===== config.mk =====
export PLATFORM = sky130hd
export DESIGN_NAME = usb_pkt_buffer_flat
export DESIGN_NICKNAME = d
export VERILOG_FILES = /design/src/rtl/usb_buf_pkg.sv /design/src/rtl/usb_pkt_buffer_if.sv /design/src/rtl/buf_ptr_ctrl.sv /design/src/rtl/usb_pkt_buffer.sv /design/src/flat_wrapper.sv
export SDC_FILE = /design/constraint.sdc
export NUM_CORES = 1
export LEC_CHECK = 0
export ABC_AREA = 1
export CAP_MARGIN = 20
export CELL_PAD_IN_SITES_DETAIL_PLACEMENT = 2
export CELL_PAD_IN_SITES_GLOBAL_PLACEMENT = 2
export CORE_MARGIN = 2
export CORE_UTILIZATION = 43
export DETAILED_ROUTE_END_ITERATION = 12
export GPL_ROUTABILITY_DRIVEN = 0
export HOLD_SLACK_MARGIN = 0.1
export PLACE_DENSITY = 0.82
export SLEW_MARGIN = 20
export SYNTH_ARGS = -nofsm -noshare
export SYNTH_HDL_FRONTEND = slang
export SYNTH_SLANG_ARGS = --single-unit

===== constraint.sdc =====
create_clock -name clk -period 5.84 [get_ports clk]
set_clock_uncertainty 0.2 [all_clocks]
set_input_delay 0.584 -clock clk [delete_from_list [all_inputs] [get_ports clk]]
set_output_delay 0.584 -clock clk [all_outputs]
set_load 0.03 [all_outputs]

===== src/rtl/usb_buf_pkg.sv =====
// Shared constants, helper function and op-decode type for the USB endpoint packet buffer.
// Latency: n/a (package).
// Backpressure: n/a (package).
package usb_buf_pkg;

  localparam int DEF_DEPTH = 64;
  localparam int DEF_WIDTH = 8;

  // Occupancy counts must reach DEPTH itself, hence one extra bit over the pointer width.
  function automatic int clog2_occ(input int depth);
    return $clog2(depth + 1);
  endfunction

  typedef enum logic [2:0] {
    NONE,
    WR_TX,
    WR_RX,
    RD_TX,
    RD_RX
  } buf_op_t;

endpackage


===== src/rtl/usb_pkt_buffer_if.sv =====
// Control/data bundle between the AHB/protocol side and the endpoint packet buffer.
// Latency: n/a (wires only).
// Backpressure: none; the buffer reports full/empty and sticky errors instead of stalling.
interface usb_pkt_buffer_if #(
  parameter int DEPTH = usb_buf_pkg::DEF_DEPTH,
  parameter int WIDTH = usb_buf_pkg::DEF_WIDTH
);
  import usb_buf_pkg::*;

  localparam int OCC_W = clog2_occ(DEPTH);

  logic             clear;
  logic             flush;
  logic             store_tx_data;
  logic [WIDTH-1:0] tx_data;
  logic             store_rx_data;
  logic [WIDTH-1:0] rx_packet_data;
  logic             get_tx_data;
  logic             get_rx_data;
  logic             pkt_commit;
  logic             pkt_discard;
  logic [OCC_W-1:0] buff_occ;
  logic [OCC_W-1:0] avail_cnt;
  logic [WIDTH-1:0] tx_packet_data;
  logic [WIDTH-1:0] rx_data;
  logic             full;
  logic             empty;
  logic             overflow_err;
  logic             underflow_err;

  modport master (
    output clear, flush, store_tx_data, tx_data, store_rx_data, rx_packet_data,
           get_tx_data, get_rx_data, pkt_commit, pkt_discard,
    input  buff_occ, avail_cnt, tx_packet_data, rx_data, full, empty,
           overflow_err, underflow_err
  );

  modport slave (
    input  clear, flush, store_tx_data, tx_data, store_rx_data, rx_packet_data,
           get_tx_data, get_rx_data, pkt_commit, pkt_discard,
    output buff_occ, avail_cnt, tx_packet_data, rx_data, full, empty,
           overflow_err, underflow_err
  );

endinterface


===== src/rtl/buf_ptr_ctrl.sv =====
// Write/read/checkpoint pointers, occupancy counts, full/empty and sticky errors.
// Latency: pointers and counts update on the edge after the request; flags are combinational from them.
// Backpressure: none; writes while full and reads while empty are dropped and flagged.
module buf_ptr_ctrl
  import usb_buf_pkg::*;
#(
  parameter  int DEPTH = DEF_DEPTH,
  localparam int PTR_W = $clog2(DEPTH),
  localparam int OCC_W = clog2_occ(DEPTH)
) (
  input  logic             clk,
  input  logic             n_rst,
  input  logic             clear,
  input  logic             flush,
  input  logic             store_tx,
  input  logic             store_rx,
  input  logic             get_tx,
  input  logic             get_rx,
  input  logic             commit,
  input  logic             discard,
  output buf_op_t          wr_op,
  output buf_op_t          rd_op,
  output logic             wr_en,
  output logic [PTR_W-1:0] wr_addr,
  output logic             rd_en,
  output logic [PTR_W-1:0] rd_addr,
  output logic [OCC_W-1:0] buff_occ,
  output logic [OCC_W-1:0] avail_cnt,
  output logic             full,
  output logic             empty,
  output logic             overflow_err,
  output logic             underflow_err
);

  logic [PTR_W-1:0] wr_ptr_q, wr_ptr_d, rd_ptr_q, rd_ptr_d, chk_ptr_q, chk_ptr_d;
  logic [OCC_W-1:0] occ_q, occ_d, avail_q, avail_d;
  logic             ovf_q, ovf_d, udf_q, udf_d;
  logic             wr_ok, rd_ok;

  // Priority decode: RX store beats TX store, TX get beats RX get; clear/flush swallow both.
  always_comb begin
    wr_op = NONE;
    rd_op = NONE;
    if (!clear && !flush) begin
      if (store_rx)      wr_op = WR_RX;
      else if (store_tx) wr_op = WR_TX;
      if (get_tx)        rd_op = RD_TX;
      else if (get_rx)   rd_op = RD_RX;
    end
  end

  // Next pointer/count/error state. Full is judged before this cycle's read, so a
  // write into a full buffer is accepted only when a committed entry leaves alongside it.
  always_comb begin
    wr_ptr_d  = wr_ptr_q;
    rd_ptr_d  = rd_ptr_q;
    chk_ptr_d = chk_ptr_q;
    occ_d     = occ_q;
    avail_d   = avail_q;
    ovf_d     = ovf_q;
    udf_d     = udf_q;
    rd_ok     = (rd_op != NONE) && (avail_q != '0);
    wr_ok     = (wr_op != NONE) && !discard && (!full || rd_ok);
    if (clear || flush) begin
      wr_ptr_d  = '0;
      rd_ptr_d  = '0;
      chk_ptr_d = '0;
      occ_d     = '0;
      avail_d   = '0;
      if (clear) begin
        ovf_d = 1'b0;
        udf_d = 1'b0;
      end
    end else begin
      if ((rd_op != NONE) && !rd_ok) udf_d = 1'b1;
      if ((wr_op != NONE) && !discard && full && !rd_ok) ovf_d = 1'b1;
      rd_ptr_d = rd_ptr_q + PTR_W'(rd_ok);
      if (discard) begin
        // Pending entries vanish: what remains is exactly the committed region.
        wr_ptr_d = chk_ptr_q;
        occ_d    = avail_q - OCC_W'(rd_ok);
      end else begin
        wr_ptr_d = wr_ptr_q + PTR_W'(wr_ok);
        occ_d    = occ_q + OCC_W'(wr_ok) - OCC_W'(rd_ok);
      end
      if (commit && !discard) begin
        chk_ptr_d = wr_ptr_d;
        avail_d   = occ_d;
      end else begin
        avail_d   = avail_q - OCC_W'(rd_ok);
      end
    end
  end

  // State registers
  always_ff @(posedge clk or negedge n_rst) begin
    if (!n_rst) begin
      wr_ptr_q  <= '0;
      rd_ptr_q  <= '0;
      chk_ptr_q <= '0;
      occ_q     <= '0;
      avail_q   <= '0;
      ovf_q     <= 1'b0;
      udf_q     <= 1'b0;
    end else begin
      wr_ptr_q  <= wr_ptr_d;
      rd_ptr_q  <= rd_ptr_d;
      chk_ptr_q <= chk_ptr_d;
      occ_q     <= occ_d;
      avail_q   <= avail_d;
      ovf_q     <= ovf_d;
      udf_q     <= udf_d;
    end
  end

  assign wr_en         = wr_ok;
  assign wr_addr       = wr_ptr_q;
  assign rd_en         = rd_ok;
  assign rd_addr       = rd_ptr_q;
  assign buff_occ      = occ_q;
  assign avail_cnt     = avail_q;
  assign full          = (occ_q == OCC_W'(DEPTH));
  assign empty         = (avail_q == '0);
  assign overflow_err  = ovf_q;
  assign underflow_err = udf_q;

endmodule


===== src/rtl/usb_pkt_buffer.sv =====
// Circular endpoint buffer shared by host TX and USB RX paths, with packet commit/discard.
// Latency: read data appears on tx_packet_data/rx_data one edge after the get.
// Backpressure: none; overflow/underflow are dropped and latched as sticky errors.
module usb_pkt_buffer
  import usb_buf_pkg::*;
#(
  parameter int DEPTH = DEF_DEPTH,
  parameter int WIDTH = DEF_WIDTH
) (
  input  logic            clk,
  input  logic            n_rst,
  usb_pkt_buffer_if.slave bus
);

  localparam int PTR_W = $clog2(DEPTH);

  logic [WIDTH-1:0] mem [DEPTH];
  buf_op_t          wr_op, rd_op;
  logic             wr_en, rd_en;
  logic [PTR_W-1:0] wr_addr, rd_addr;
  logic [WIDTH-1:0] wr_dat, rd_dat;
  logic [WIDTH-1:0] tx_q, tx_d, rx_q, rx_d;

  buf_ptr_ctrl #(.DEPTH(DEPTH)) u_ptr (
    .clk           (clk),
    .n_rst         (n_rst),
    .clear         (bus.clear),
    .flush         (bus.flush),
    .store_tx      (bus.store_tx_data),
    .store_rx      (bus.store_rx_data),
    .get_tx        (bus.get_tx_data),
    .get_rx        (bus.get_rx_data),
    .commit        (bus.pkt_commit),
    .discard       (bus.pkt_discard),
    .wr_op         (wr_op),
    .rd_op         (rd_op),
    .wr_en         (wr_en),
    .wr_addr       (wr_addr),
    .rd_en         (rd_en),
    .rd_addr       (rd_addr),
    .buff_occ      (bus.buff_occ),
    .avail_cnt     (bus.avail_cnt),
    .full          (bus.full),
    .empty         (bus.empty),
    .overflow_err  (bus.overflow_err),
    .underflow_err (bus.underflow_err)
  );

  assign wr_dat = (wr_op == WR_RX) ? bus.rx_packet_data : bus.tx_data;
  assign rd_dat = mem[rd_addr];

  // Storage: no reset, contents are meaningless until written.
  always_ff @(posedge clk) begin
    if (wr_en) mem[wr_addr] <= wr_dat;
  end

  // Read output next state: only the selected output loads; clear zeroes both.
  always_comb begin
    tx_d = tx_q;
    rx_d = rx_q;
    if (bus.clear) begin
      tx_d = '0;
      rx_d = '0;
    end else if (rd_en) begin
      if (rd_op == RD_TX) tx_d = rd_dat;
      else                rx_d = rd_dat;
    end
  end

  // Registered read outputs
  always_ff @(posedge clk or negedge n_rst) begin
    if (!n_rst) begin
      tx_q <= '0;
      rx_q <= '0;
    end else begin
      tx_q <= tx_d;
      rx_q <= rx_d;
    end
  end

  assign bus.tx_packet_data = tx_q;
  assign bus.rx_data        = rx_q;

endmodule


===== src/flat_wrapper.sv =====
// flat-port wrapper written by rule: the top's interface ports become plain ports
module usb_pkt_buffer_flat import usb_buf_pkg::*;
#(
  parameter int DEPTH = DEF_DEPTH,
  parameter int WIDTH = DEF_WIDTH
)
  (clk, n_rst, bus_clear, bus_flush, bus_store_tx_data, bus_tx_data, bus_store_rx_data, bus_rx_packet_data, bus_get_tx_data, bus_get_rx_data, bus_pkt_commit, bus_pkt_discard, bus_buff_occ, bus_avail_cnt, bus_tx_packet_data, bus_rx_data, bus_full, bus_empty, bus_overflow_err, bus_underflow_err);
  usb_pkt_buffer_if #(.DEPTH(DEPTH), .WIDTH(WIDTH)) bus_i ();
  input  logic clk;
  input  logic n_rst;
  input wire logic [$bits(bus_i.clear)-1:0] bus_clear;
  input wire logic [$bits(bus_i.flush)-1:0] bus_flush;
  input wire logic [$bits(bus_i.store_tx_data)-1:0] bus_store_tx_data;
  input wire logic [$bits(bus_i.tx_data)-1:0] bus_tx_data;
  input wire logic [$bits(bus_i.store_rx_data)-1:0] bus_store_rx_data;
  input wire logic [$bits(bus_i.rx_packet_data)-1:0] bus_rx_packet_data;
  input wire logic [$bits(bus_i.get_tx_data)-1:0] bus_get_tx_data;
  input wire logic [$bits(bus_i.get_rx_data)-1:0] bus_get_rx_data;
  input wire logic [$bits(bus_i.pkt_commit)-1:0] bus_pkt_commit;
  input wire logic [$bits(bus_i.pkt_discard)-1:0] bus_pkt_discard;
  output wire logic [$bits(bus_i.buff_occ)-1:0] bus_buff_occ;
  output wire logic [$bits(bus_i.avail_cnt)-1:0] bus_avail_cnt;
  output wire logic [$bits(bus_i.tx_packet_data)-1:0] bus_tx_packet_data;
  output wire logic [$bits(bus_i.rx_data)-1:0] bus_rx_data;
  output wire logic [$bits(bus_i.full)-1:0] bus_full;
  output wire logic [$bits(bus_i.empty)-1:0] bus_empty;
  output wire logic [$bits(bus_i.overflow_err)-1:0] bus_overflow_err;
  output wire logic [$bits(bus_i.underflow_err)-1:0] bus_underflow_err;
  assign bus_i.clear = bus_clear;
  assign bus_i.flush = bus_flush;
  assign bus_i.store_tx_data = bus_store_tx_data;
  assign bus_i.tx_data = bus_tx_data;
  assign bus_i.store_rx_data = bus_store_rx_data;
  assign bus_i.rx_packet_data = bus_rx_packet_data;
  assign bus_i.get_tx_data = bus_get_tx_data;
  assign bus_i.get_rx_data = bus_get_rx_data;
  assign bus_i.pkt_commit = bus_pkt_commit;
  assign bus_i.pkt_discard = bus_pkt_discard;
  assign bus_buff_occ = bus_i.buff_occ;
  assign bus_avail_cnt = bus_i.avail_cnt;
  assign bus_tx_packet_data = bus_i.tx_packet_data;
  assign bus_rx_data = bus_i.rx_data;
  assign bus_full = bus_i.full;
  assign bus_empty = bus_i.empty;
  assign bus_overflow_err = bus_i.overflow_err;
  assign bus_underflow_err = bus_i.underflow_err;
  usb_pkt_buffer #(.DEPTH(DEPTH), .WIDTH(WIDTH)) u_core (.clk(clk), .n_rst(n_rst), .bus(bus_i));
endmodule

==> impl_metrics.csv, run 1 <==
group,metric,value,unit
setup_path,crit_chain,"nand2_1 > clkinv_2 > nand2_1 > nand3_1 > nand3_1 > nand3_1 > nand4_1 > nand2_1",
power_and_ir_drop,switching_power,1970,uW
cts,htreeDepth,2,
setup_path,crit_start,"u_core.u_ptr.rd_addr[1]",
finish,finalNetCount,2183,
synthesis,synthArstFlopShare,8.90,%
cts,cts_root_buffer,"clkbuf_16",
setup_path,r2r_end,"u_core.bus.rx_data[2]",
synthesis,synth_nets,2146,
route,wl_met3,5920,um
cts,cts_setup_buffers,0,
sta,fin_crit,3.78,ns
place,port-buffer-count,59,
power_and_ir_drop,p_int,6430,uW
floorplan,initial_core_util,43.6,%
status,status,"finished, final reports clean",
flow_run,maxCapViolCount,0,
synthesis,synth_most_common_cell,"nand2_1",
setup_path,r2r_start,"u_core.u_ptr.rd_addr[1]",
route,drt_pass1_iterations,5,
route,wl_met1,33900,um
global_route,antenna_found_initial,2,
synthesis,synth_edf_count,512,
setup_path,critPathKind,"flop to flop",
setup_path,r2r_cells,8,
route,routed_via_density,5.96,
floorplan,dieArea,0.0565,mm^2
power_and_ir_drop,power_frac_comb,6.0,%
sta,slew_viol_final,0,
place,pre_cts_ws,1.66,ns
route,highest_layer,"met4",
sta,fin_ws,2.06,ns
floorplan,coreArea,0.0539,mm^2
sta,timing.final.crit_share,64.8,%
sta,clock.fmax,264,MHz
route,route.met2.wl,42200,um
finish,fillCellCount,5286,
synthesis,synth_cells,2104,
power_and_ir_drop,p_leak,0.00971,uW
floorplan,row_count,85,
sta,setup-tns-final,0,ns
global_route,grtUsageTotal,30.6,%
synthesis,synthDistinctLibCells,34,
worst_hold_path,hold_start,"u_core.bus.tx_packet_data[6]",
finish,multi_input_area,0.00611,mm^2
cts,cts_buffers,57,
global_route,grt_pass1_wl,126000,um
worst_hold_path,min_to,"u_core.bus.tx_packet_data[6]",
route,dr.first_iter.drc_count,1647,
floorplan,dieWidth,238,um
setup_path,worstSetupStartpointType,"flop",
sta,finalSetupViolCount,0,
route,vias,17200,
synthesis,ys_seq_elements,562,
cts,cts_buffer_depth,3,
setup_path,regToRegSetupSlack,2.06,ns
synthesis,syn-cell-area,0.0235,mm^2
floorplan,io_pins,60,
power_and_ir_drop,swShare,23.4,%
setup_path,crit_slowest_cell,"clkinv_2",
power_and_ir_drop,clockPowerShare,40.8,%
setup_path,required,6.13,ns
setup_path,arrival,4.08,ns
cts,worstSkewPairLatency,0.61,ns
setup_path,cp_max_fo,56,
route,wl_per_cell,29.8,um
setup_path,worstSetupEndpointType,"flop",
finish,area_growth,11.9,%
power_and_ir_drop,ir_worst_vdd,219,uV
sta,slew_headroom,30.8,%
synthesis,yosys_warnings,0,
synthesis,synthFlopType,"edfxtp_1",
setup_path,cpPeakStageDelay,0.89,ns
global_route,grt_max_degree,114,
cts,cts_tree,"built",
power_and_ir_drop,p_per_area,319,mW/mm^2
cts,clock-sinks,562,
finish,drive_gt1_share,6.10,%
global_route,overflow,0,
place,hpwlAfterDp,54000,um
synthesis,synth-seq-area-share,70.8,%
route,post-route-drc-count,0,
sta,tightest_slew,1.04,ns
cts,clk_pin_slew_worst_paths,0.06,ns
synthesis,synthTopCellsByCount,"789 x nand2_1, 512 x edfxtp_1, 312 x nand3_1",
route,wl,85900,um
synthesis,syn_avg_cell_area,11.2,um^2
sta,whs,0.302,ns
worst_hold_path,worst_hold_path_type,"flop to flop",
synthesis,synthTopCellsByArea,"edfxtp_1 65%, nand2_1 13%, nand3_1 6.6%",
synthesis,synth_top_area_share,65.5,%
global_route,grt_pass1_vias,19000,
sta,hold_violations,0,
synthesis,synth_top_area_cell,"edfxtp_1",
power_and_ir_drop,seqPwrFrac,53.1,%
sta,rsz0062_at_grt,"false",
floorplan,die_h,238,um
route,antenna_left,0,
worst_hold_path,hold_depth,2,
finish,seqCellArea,0.0166,mm^2
[routing by layer]
metal  track usage [%]  vias to the layer above
met5                 0                        -
met4              13.3                        0
met3              5.10                      211
met2              51.5                      735
met1              39.2                     8892
li1                  -                     7314
[power by group through the flow]
| stage | clock (uW) | sequential, uW | combinational [uW] |
|---|---|---|---|
| 2_1_floorplan | 0 | 4570 | 218 |
| 5_1_grt | 3570 | 4460 | 541 |
| 6_report | 3430 | 4460 | 508 |
| 4_1_cts | 3450 | 4460 | 505 |
| 3_3_place_gp | 0 | 4540 | 474 |
| 3_5_place_dp | 0 | 4540 | 497 |
[worst max-delay path: cells and delay by family, from the launching register on]
family,cells,cell delay [ns]
simple gates,7,1.79
buf+inv,1,0.89
flops,1,0.72
[area by class of cell]
class | count | share of cell area [%]
Tap cell | 696 | 3.31
Clock inverter | 16 | 0.276
Antenna cell | 3 | 0.0286
Timing Repair Buffer | 85 | 3.04
Clock buffer | 83 | 6.03
Inverter | 54 | 0.795
Sequential cell | 562 | 63.3
Multi-Input combinational cell | 1381 | 23.2
[what timing repair did]
action / 4_1_cts / 5_1_grt
hold buffers: 1 / 0
hold endpoints to repair: 50 / 0
resized for setup: 0 / 0
[worst max-delay path by stage]
| stage | endpoint | slack [ns] | cells past startpoint |
|---|---|---|---|
| 6_report | u_core.bus.rx_data[2] | 2.06 | 8 |
| 3_5_place_dp | u_core.mem[58][6] | 1.66 | 10 |
| 5_1_grt | u_core.bus.rx_data[2] | 1.93 | 8 |
| 2_1_floorplan | u_core.u_ptr.avail_cnt[4] | 2.36 | 16 |
| 4_1_cts | u_core.bus.rx_data[2] | 1.96 | 8 |
| 3_3_place_gp | u_core.mem[18][6] | 1.81 | 10 |
[sequential cells by signal (all words and copies together) (netlist names)]
name	flops
u_core.mem	512
u_core.bus.rx_data	8
u_core.bus.tx_packet_data	8
u_core.u_ptr.avail_cnt	7
u_core.u_ptr.buff_occ	7
u_core.u_ptr.chk_ptr_q	6
u_core.u_ptr.rd_addr	6
u_core.u_ptr.wr_addr	6
u_core.u_ptr.overflow_err	1
u_core.u_ptr.underflow_err	1
[placed cells by master (no fill, tap or decap), types with 18 or more instances in the layout]
| cell | instances |
|---|---|
| buf_4 | 23 |
| nand4_1 | 18 |
| nor2_1 | 100 |
| inv_1 | 40 |
| clkbuf_16 | 58 |
| dfrtp_1 | 48 |
| nand2_1 | 789 |
| a21oi_1 | 78 |
| edfxtp_1 | 512 |
| clkdlybuf4s50_1 | 58 |
| clkbuf_1 | 21 |
| nand3_1 | 312 |
[logic make-up (layout without fill, tap and decap cells)]
| family | count (synthesis) | after routing | share of synthesized area, % |
|---|---|---|---|
| buffers and inverters | 161 | 238 | 3.19 |
| AO/OA/AOI/OAI | 108 | 108 | 2.39 |
| XOR/XNOR | 12 | 12 | 0.448 |
| flip-flops | 562 | 562 | 70.8 |
| multiplexers | 8 | 8 | 0.384 |
| adder cells (fa/ha/maj) | 16 | 16 | 0.884 |
| AND/OR/NAND/NOR | 1237 | 1237 | 21.9 |
| other | 0 | 3 | 0 |
[through the flow]
stage	area, um^2	total power, uW	cells	util [%]
2_1_floorplan	23500	4790	2104	-
3_3_place_gp	24600	5020	2777	45.6
3_5_place_dp	24600	5040	2777	45.6
4_1_cts	26300	8410	2877	48.7
5_1_grt	26300	8570	2877	48.7
6_report	26300	8400	2880	48.7
Power figures use the tool's default switching activity.
==> run 2, diff against run 1 <==
--- a/config.mk
+++ b/config.mk
@@ -10,11 +10,11 @@
 export CELL_PAD_IN_SITES_DETAIL_PLACEMENT = 2
 export CELL_PAD_IN_SITES_GLOBAL_PLACEMENT = 2
 export CORE_MARGIN = 2
-export CORE_UTILIZATION = 43
+export CORE_UTILIZATION = 42
 export DETAILED_ROUTE_END_ITERATION = 12
 export GPL_ROUTABILITY_DRIVEN = 0
 export HOLD_SLACK_MARGIN = 0.1
-export PLACE_DENSITY = 0.82
+export PLACE_DENSITY = 0.8
 export SLEW_MARGIN = 20
 export SYNTH_ARGS = -nofsm -noshare
 export SYNTH_HDL_FRONTEND = slang
==> constraint.sdc (replaced) <==
create_clock -name clk -period 4 [get_ports clk]
set_clock_uncertainty 0.2 [all_clocks]
set_input_delay 0.4 -clock clk [delete_from_list [all_inputs] [get_ports clk]]
set_output_delay 0.4 -clock clk [all_outputs]
set_load 0.03 [all_outputs]
==> run 2 against run 1 <==
- hold slack worse by 0.070 ns
- register-to-register slack worse by 1.5 ns
- largest power group unchanged
- global-route usage decreased by 0.64 points
- routed wire length down 1.2%
- die area grew 2.3%
- sequential share of layout area is 2.2 points lower
==> impl_metrics.csv, run 2 (same netlist as run 1, synthesis figures left out) <==
group,metric,value,unit
floorplan,dieWidth,240,um
global_route,grtUsageTotal,30.0,%
setup_path,r2r_start,"u_core.u_ptr.avail_cnt[2]",
setup_path,worstSetupStartpointType,"flop",
cts,worstSkewPairLatency,0.64,ns
power_and_ir_drop,switching_power,3000,uW
place,hpwlAfterDp,50700,um
power_and_ir_drop,power_frac_comb,5.7,%
sta,rsz0062_at_grt,"false",
power_and_ir_drop,p_int,10100,uW
global_route,grt_max_degree,137,
setup_path,worstSetupEndpointType,"flop",
setup_path,cp_num_cells,15,
sta,timing.final.crit_share,85.8,%
power_and_ir_drop,ir_worst_vdd,462,uV
sta,slew_headroom,30.4,%
route,drt_pass1_iterations,5,
place,dp.cells,2880,
flow_run,maxCapViolCount,0,
route,wl_per_cell,28.4,um
cts,cts_buffers,60,
finish,regMostFlops,"u_core.mem",
cts,clk_pin_slew_worst_paths,0.06,ns
setup_path,r2r_cells,15,
setup_path,required,4.29,ns
power_and_ir_drop,finalPower,13100,uW
finish,drive_gt1_share,8.93,%
floorplan,dieArea,0.0578,mm^2
sta,slew_viol_final,0,
setup_path,critPathKind,"flop to flop",
floorplan,io_pins,60,
setup_path,cpPeakStageDelay,0.46,ns
sta,whs,0.232,ns
power_and_ir_drop,p_leak,0.0102,uW
power_and_ir_drop,swShare,22.9,%
power_and_ir_drop,clockPowerShare,44.6,%
floorplan,die_h,240,um
route,vias,17300,
finish,final_common_cell,"nand2_1",
finish,seqCellArea,0.0166,mm^2
route,routed_via_density,5.78,
power_and_ir_drop,p_per_area,481,mW/mm^2
route,antenna_left,0,
global_route,overflow,0,
finish,mostFrequentLayoutCells,"789 x nand2_1, 512 x edfxtp_1, 312 x nand3_1, 100 x nor2_1, 78 x a21oi_1",
finish,area_growth,16.0,%
cts,htreeDepth,2,
setup_path,crit_slowest_cell,"dfrtp_1",
finish,diodes,0,
sta,finalSetupViolCount,0,
sta,fin_crit,3.43,ns
power_and_ir_drop,seqPwrFrac,49.7,%
floorplan,row_count,86,
cts,ctsResizeCount,0,
cts,cts_buffer_depth,3,
sta,setup-tns-final,0,ns
cts,cts_root_buffer,"clkbuf_16",
finish,finalNetCount,2237,
sta,tightest_slew,1.04,ns
finish,stdcell_count,2988,
finish,largest_reg_flops,512,
setup_path,cp_max_fo,5,
setup_path,crit_start,"u_core.u_ptr.avail_cnt[2]",
setup_path,arrival,3.72,ns
setup_path,cpLargestDelayFamily,"simple AND/OR/NAND/NOR gates",
route,post-route-drc-count,0,
setup_path,path_buf_inv,1,
finish,utilization,49.3,%
cts,clock-sinks,562,
global_route,antenna_found_initial,0,
sta,clock.fmax,291,MHz
worst_hold_path,worst_hold_path_type,"primary input to async pin",
global_route,grt_pass1_wl,127000,um
sta,hold_violations,0,
route,dr.first_iter.drc_count,1409,
finish,multi_input_area,0.00611,mm^2
place,port-buffer-count,59,
setup_path,crit_chain,"nor4_2 > nand2_1 > nand2_1 > nand2_1 > nand2_1 > inv_2 > ha_1 > fa_1 > nand2_1 > nand2_1 > a21oi_1 > xor2_1 > a21oi_1 > nor2_1 > a21oi_1",
setup_path,critPathMostFrequentCell,"nand2_1",
cts,cts_tree,"built",
finish,fillCellCount,5449,
route,wl,84900,um
floorplan,initial_core_util,42.5,%
global_route,grt_pass1_vias,19500,
status,status,"finished, final reports clean",
floorplan,coreArea,0.0552,mm^2
==> run 2: cell count changes in the layout (fill, tap and decap cells not counted) <==
cell	previous run	this run
buf_12	1	15
buf_4	23	61
buf_6	1	0
bufinv_16	0	8
clkbuf_1	21	15
clkbuf_16	58	62
clkinv_1	11	9
clkinv_4	0	1
clkinvlp_4	1	3
diode_2	3	0
inv_2	9	10
==> run 2: power groups by stage <==
stage                     Combinational [uW]  Clock [uW]  Sequential (uW)
after floorplan                          319           0             6670
after global placement                   688           0             6630
after detailed placement                 726           0             6630
after CTS                                745        5890             6510
after global routing                     798        6080             6510
final                                    744        5840             6510
==> run 2: area by class of cell <==
class,count,share of cell area (%)
clock buffer,81,6.11
sequential,562,61.1
inverter,54,0.763
tap,748,3.44
timing repair buffer,136,4.97
clock inverter,26,1.23
multi-input combinational,1381,22.4
==> run 2: worst register-to-register path, cell delays in order (launching register included) <==
cell	delay (ns)
dfrtp_1	0.46
nor4_2	0.32
nand2_1	0.19
nand2_1	0.17
nand2_1	0.09
nand2_1	0.22
inv_2	0.12
ha_1	0.24
fa_1	0.45
nand2_1	0.11
nand2_1	0.07
a21oi_1	0.18
xor2_1	0.22
a21oi_1	0.12
nor2_1	0.10
a21oi_1	0.05
==> run 2: worst paths after layout <==
| path | to | slack, ns |
|---|---|---|
| setup / recovery | u_core.u_ptr.avail_cnt[4] | 0.57 |
| hold reg to reg | u_core.bus.tx_packet_data[5] | 0.29 |
| max in group asynchronous | u_core.u_ptr.rd_addr[1] | 2.61 |
| min in group clk | u_core.bus.tx_packet_data[5] | 0.29 |
| hold / removal | u_core.u_ptr.avail_cnt[2] | 0.23 |
| setup reg to reg | u_core.u_ptr.avail_cnt[4] | 0.57 |
==> run 2: through the flow <==
stage                     area (um^2)  worst slack (ns)
after floorplan                 23500             0.522
after global placement          25200             0.533
after detailed placement        25200             0.493
after CTS                       27200             0.569
after global routing            27200             0.285
final                           27200             0.567
==> run 2: what timing repair did <==
item	4_1_cts	5_1_grt
endpoints found under the hold margin	36	0
buffers inserted	0	0
hold buffers	1	0
==> run 2: layer usage <==
metal / track usage [%] / routed length (um)
met4: 12.1 / 3220
met5: 0 / 0
met3: 4.40 / 4610
met2: 52.8 / 43400
met1: 37.0 / 33600
==> run 3, diff against run 2 <==
--- a/config.mk
+++ b/config.mk
@@ -11,9 +11,10 @@
 export CELL_PAD_IN_SITES_GLOBAL_PLACEMENT = 2
 export CORE_MARGIN = 2
 export CORE_UTILIZATION = 42
+export CTS_CLUSTER_DIAMETER = 60
 export DETAILED_ROUTE_END_ITERATION = 12
 export GPL_ROUTABILITY_DRIVEN = 0
-export HOLD_SLACK_MARGIN = 0.1
+export HOLD_SLACK_MARGIN = 0.08
 export PLACE_DENSITY = 0.8
 export SLEW_MARGIN = 20
 export SYNTH_ARGS = -nofsm -noshare
==> run 3 against run 2 <==
- cell count increased by 0.17%
- die area unchanged
- non-clock buffer count unchanged
- total power increased by 0.42%
- clock power increased by 0.9%
- cell area about the same
==> impl_metrics.csv, run 3 (same netlist as run 1, synthesis figures left out) <==
group,metric,value,unit
setup_path,cp_max_fo,5,
sta,slew_headroom,28.7,%
setup_path,worstSetupStartpointType,"flop",
global_route,grt_pass1_vias,19700,
setup_path,r2r_start,"u_core.u_ptr.avail_cnt[2]",
finish,area_growth,16.1,%
route,wl,86400,um
route,routed_via_density,5.84,
sta,fin_ws,0.571,ns
finish,mostFrequentLayoutCells,"789 x nand2_1, 512 x edfxtp_1, 312 x nand3_1, 100 x nor2_1, 78 x a21oi_1",
route,wl_per_cell,28.9,um
power_and_ir_drop,p_leak,0.0102,uW
global_route,overflow,0,
global_route,grtUsageTotal,30.5,%
route,post-route-drc-count,0,
floorplan,row_count,86,
place,hpwlAfterDp,50700,um
sta,tightest_slew,1.07,ns
finish,drive_gt1_share,8.96,%
route,dr.first_iter.drc_count,1470,
global_route,grt_pass1_wl,129000,um
sta,finalSetupViolCount,0,
floorplan,dieWidth,240,um
cts,cts_tree,"built",
floorplan,io_pins,60,
finish,fillCellCount,5446,
place,pre_cts_ws,0.493,ns
setup_path,arrival,3.72,ns
setup_path,r2r_cells,15,
worst_hold_path,worst_hold_path_type,"primary input to async pin",
cts,clk_pin_slew_worst_paths,0.06,ns
setup_path,critPathMostFrequentCell,"nand2_1",
sta,slew_viol_final,0,
setup_path,worstSetupEndpointType,"flop",
route,drt_pass1_iterations,5,
cts,htreeDepth,2,
setup_path,cpPeakStageDelay,0.46,ns
sta,clock.fmax,292,MHz
cts,cts_buffers,60,
finish,largest_reg_flops,512,
floorplan,die_h,240,um
setup_path,crit_chain,"nor4_2 > nand2_1 > nand2_1 > nand2_1 > nand2_1 > inv_2 > ha_1 > fa_1 > nand2_1 > nand2_1 > a21oi_1 > xor2_1 > a21oi_1 > nor2_1 > a21oi_1",
cts,cts_root_buffer,"clkbuf_16",
cts,clock-sinks,562,
place,port-buffer-count,59,
route,vias,17500,
flow_run,maxCapViolCount,0,
sta,rsz0062_at_grt,"false",
setup_path,crit_slowest_cell,"dfrtp_1",
global_route,grt_max_degree,137,
setup_path,r2r_end,"u_core.u_ptr.avail_cnt[4]",
cts,cts_buffer_depth,3,
cts,ctsResizeCount,0,
sta,timing.final.crit_share,85.7,%
floorplan,coreArea,0.0552,mm^2
finish,utilization,49.4,%
status,status,"finished, final reports clean",
finish,fin_area,0.0273,mm^2
sta,fin_crit,3.43,ns
sta,setup-tns-final,0,ns
setup_path,required,4.29,ns
finish,final_common_cell,"nand2_1",
finish,regMostFlops,"u_core.mem",
power_and_ir_drop,ir_worst_vdd,464,uV
sta,whs,0.233,ns
setup_path,cpLargestDelayFamily,"simple AND/OR/NAND/NOR gates",
setup_path,path_buf_inv,1,
power_and_ir_drop,p_per_area,482,mW/mm^2
setup_path,critPathKind,"flop to flop",
place,postPlaceCellArea,0.0252,mm^2
floorplan,initial_core_util,42.5,%
cts,worstSkewPairLatency,0.63,ns
setup_path,regToRegSetupSlack,0.57,ns
sta,hold_violations,0,
finish,finalNetCount,2237,
floorplan,dieArea,0.0578,mm^2
route,antenna_left,0,
global_route,antenna_found_initial,2,
-- run 3: worst max-delay path by stage --
stage	start	to	depth (start not counted)	slack, ns
floorplan	u_core.u_ptr.buff_occ[2]	u_core.u_ptr.avail_cnt[4]	16	0.52
global placement	bus_clear	u_core.u_ptr.avail_cnt[4]	18	0.53
detailed placement	bus_clear	u_core.mem[30][0]	11	0.49
CTS	u_core.u_ptr.avail_cnt[3]	u_core.u_ptr.avail_cnt[4]	15	0.57
global route	u_core.u_ptr.avail_cnt[3]	u_core.u_ptr.avail_cnt[4]	15	0.28
finish	u_core.u_ptr.avail_cnt[2]	u_core.u_ptr.avail_cnt[4]	15	0.57
-- run 3: area by class of cell --
cell class                 count  area, um^2  area share, %
multi-input combinational   1381        6110           22.4
clock inverter                31         358           1.31
antenna                        1        2.50        0.00918
clock buffer                  80        1660           6.09
sequential                   562       16600           61.0
timing repair buffer         136        1350           4.97
tap                          748         936           3.43
inverter                      54         208          0.762
-- run 3: what timing repair did --
item | 4_1_cts | 5_1_grt
buffers inserted | 0 | 0
hold buffers | 1 | 0
endpoints found under the hold margin | 36 | 0
-- run 3: stage by stage --
stage	power, uW	cells
final	13100	2993
after CTS	13200	2992
after global routing	13400	2992
after detailed placement	7360	2880
after global placement	7320	2880
after floorplan	6990	2104
-- run 3: where the power goes --
group	internal, uW	leakage [uW]	switching, uW	total [uW]
clock	3420	0.000978	2470	5890
sequential	6470	0.00527	36.0	6510
combinational	205	0.00397	543	748
-- run 3: layer usage --
layer / wire, um / GRT usage (%) / up-vias
li1: - / - / 7429
met1: 33800 / 37.6 / 9121
met2: 44100 / 53.7 / 713
met3: 4920 / 4.66 / 200
met4: 3550 / 12.2 / 2
met5: 9 / 0 / -
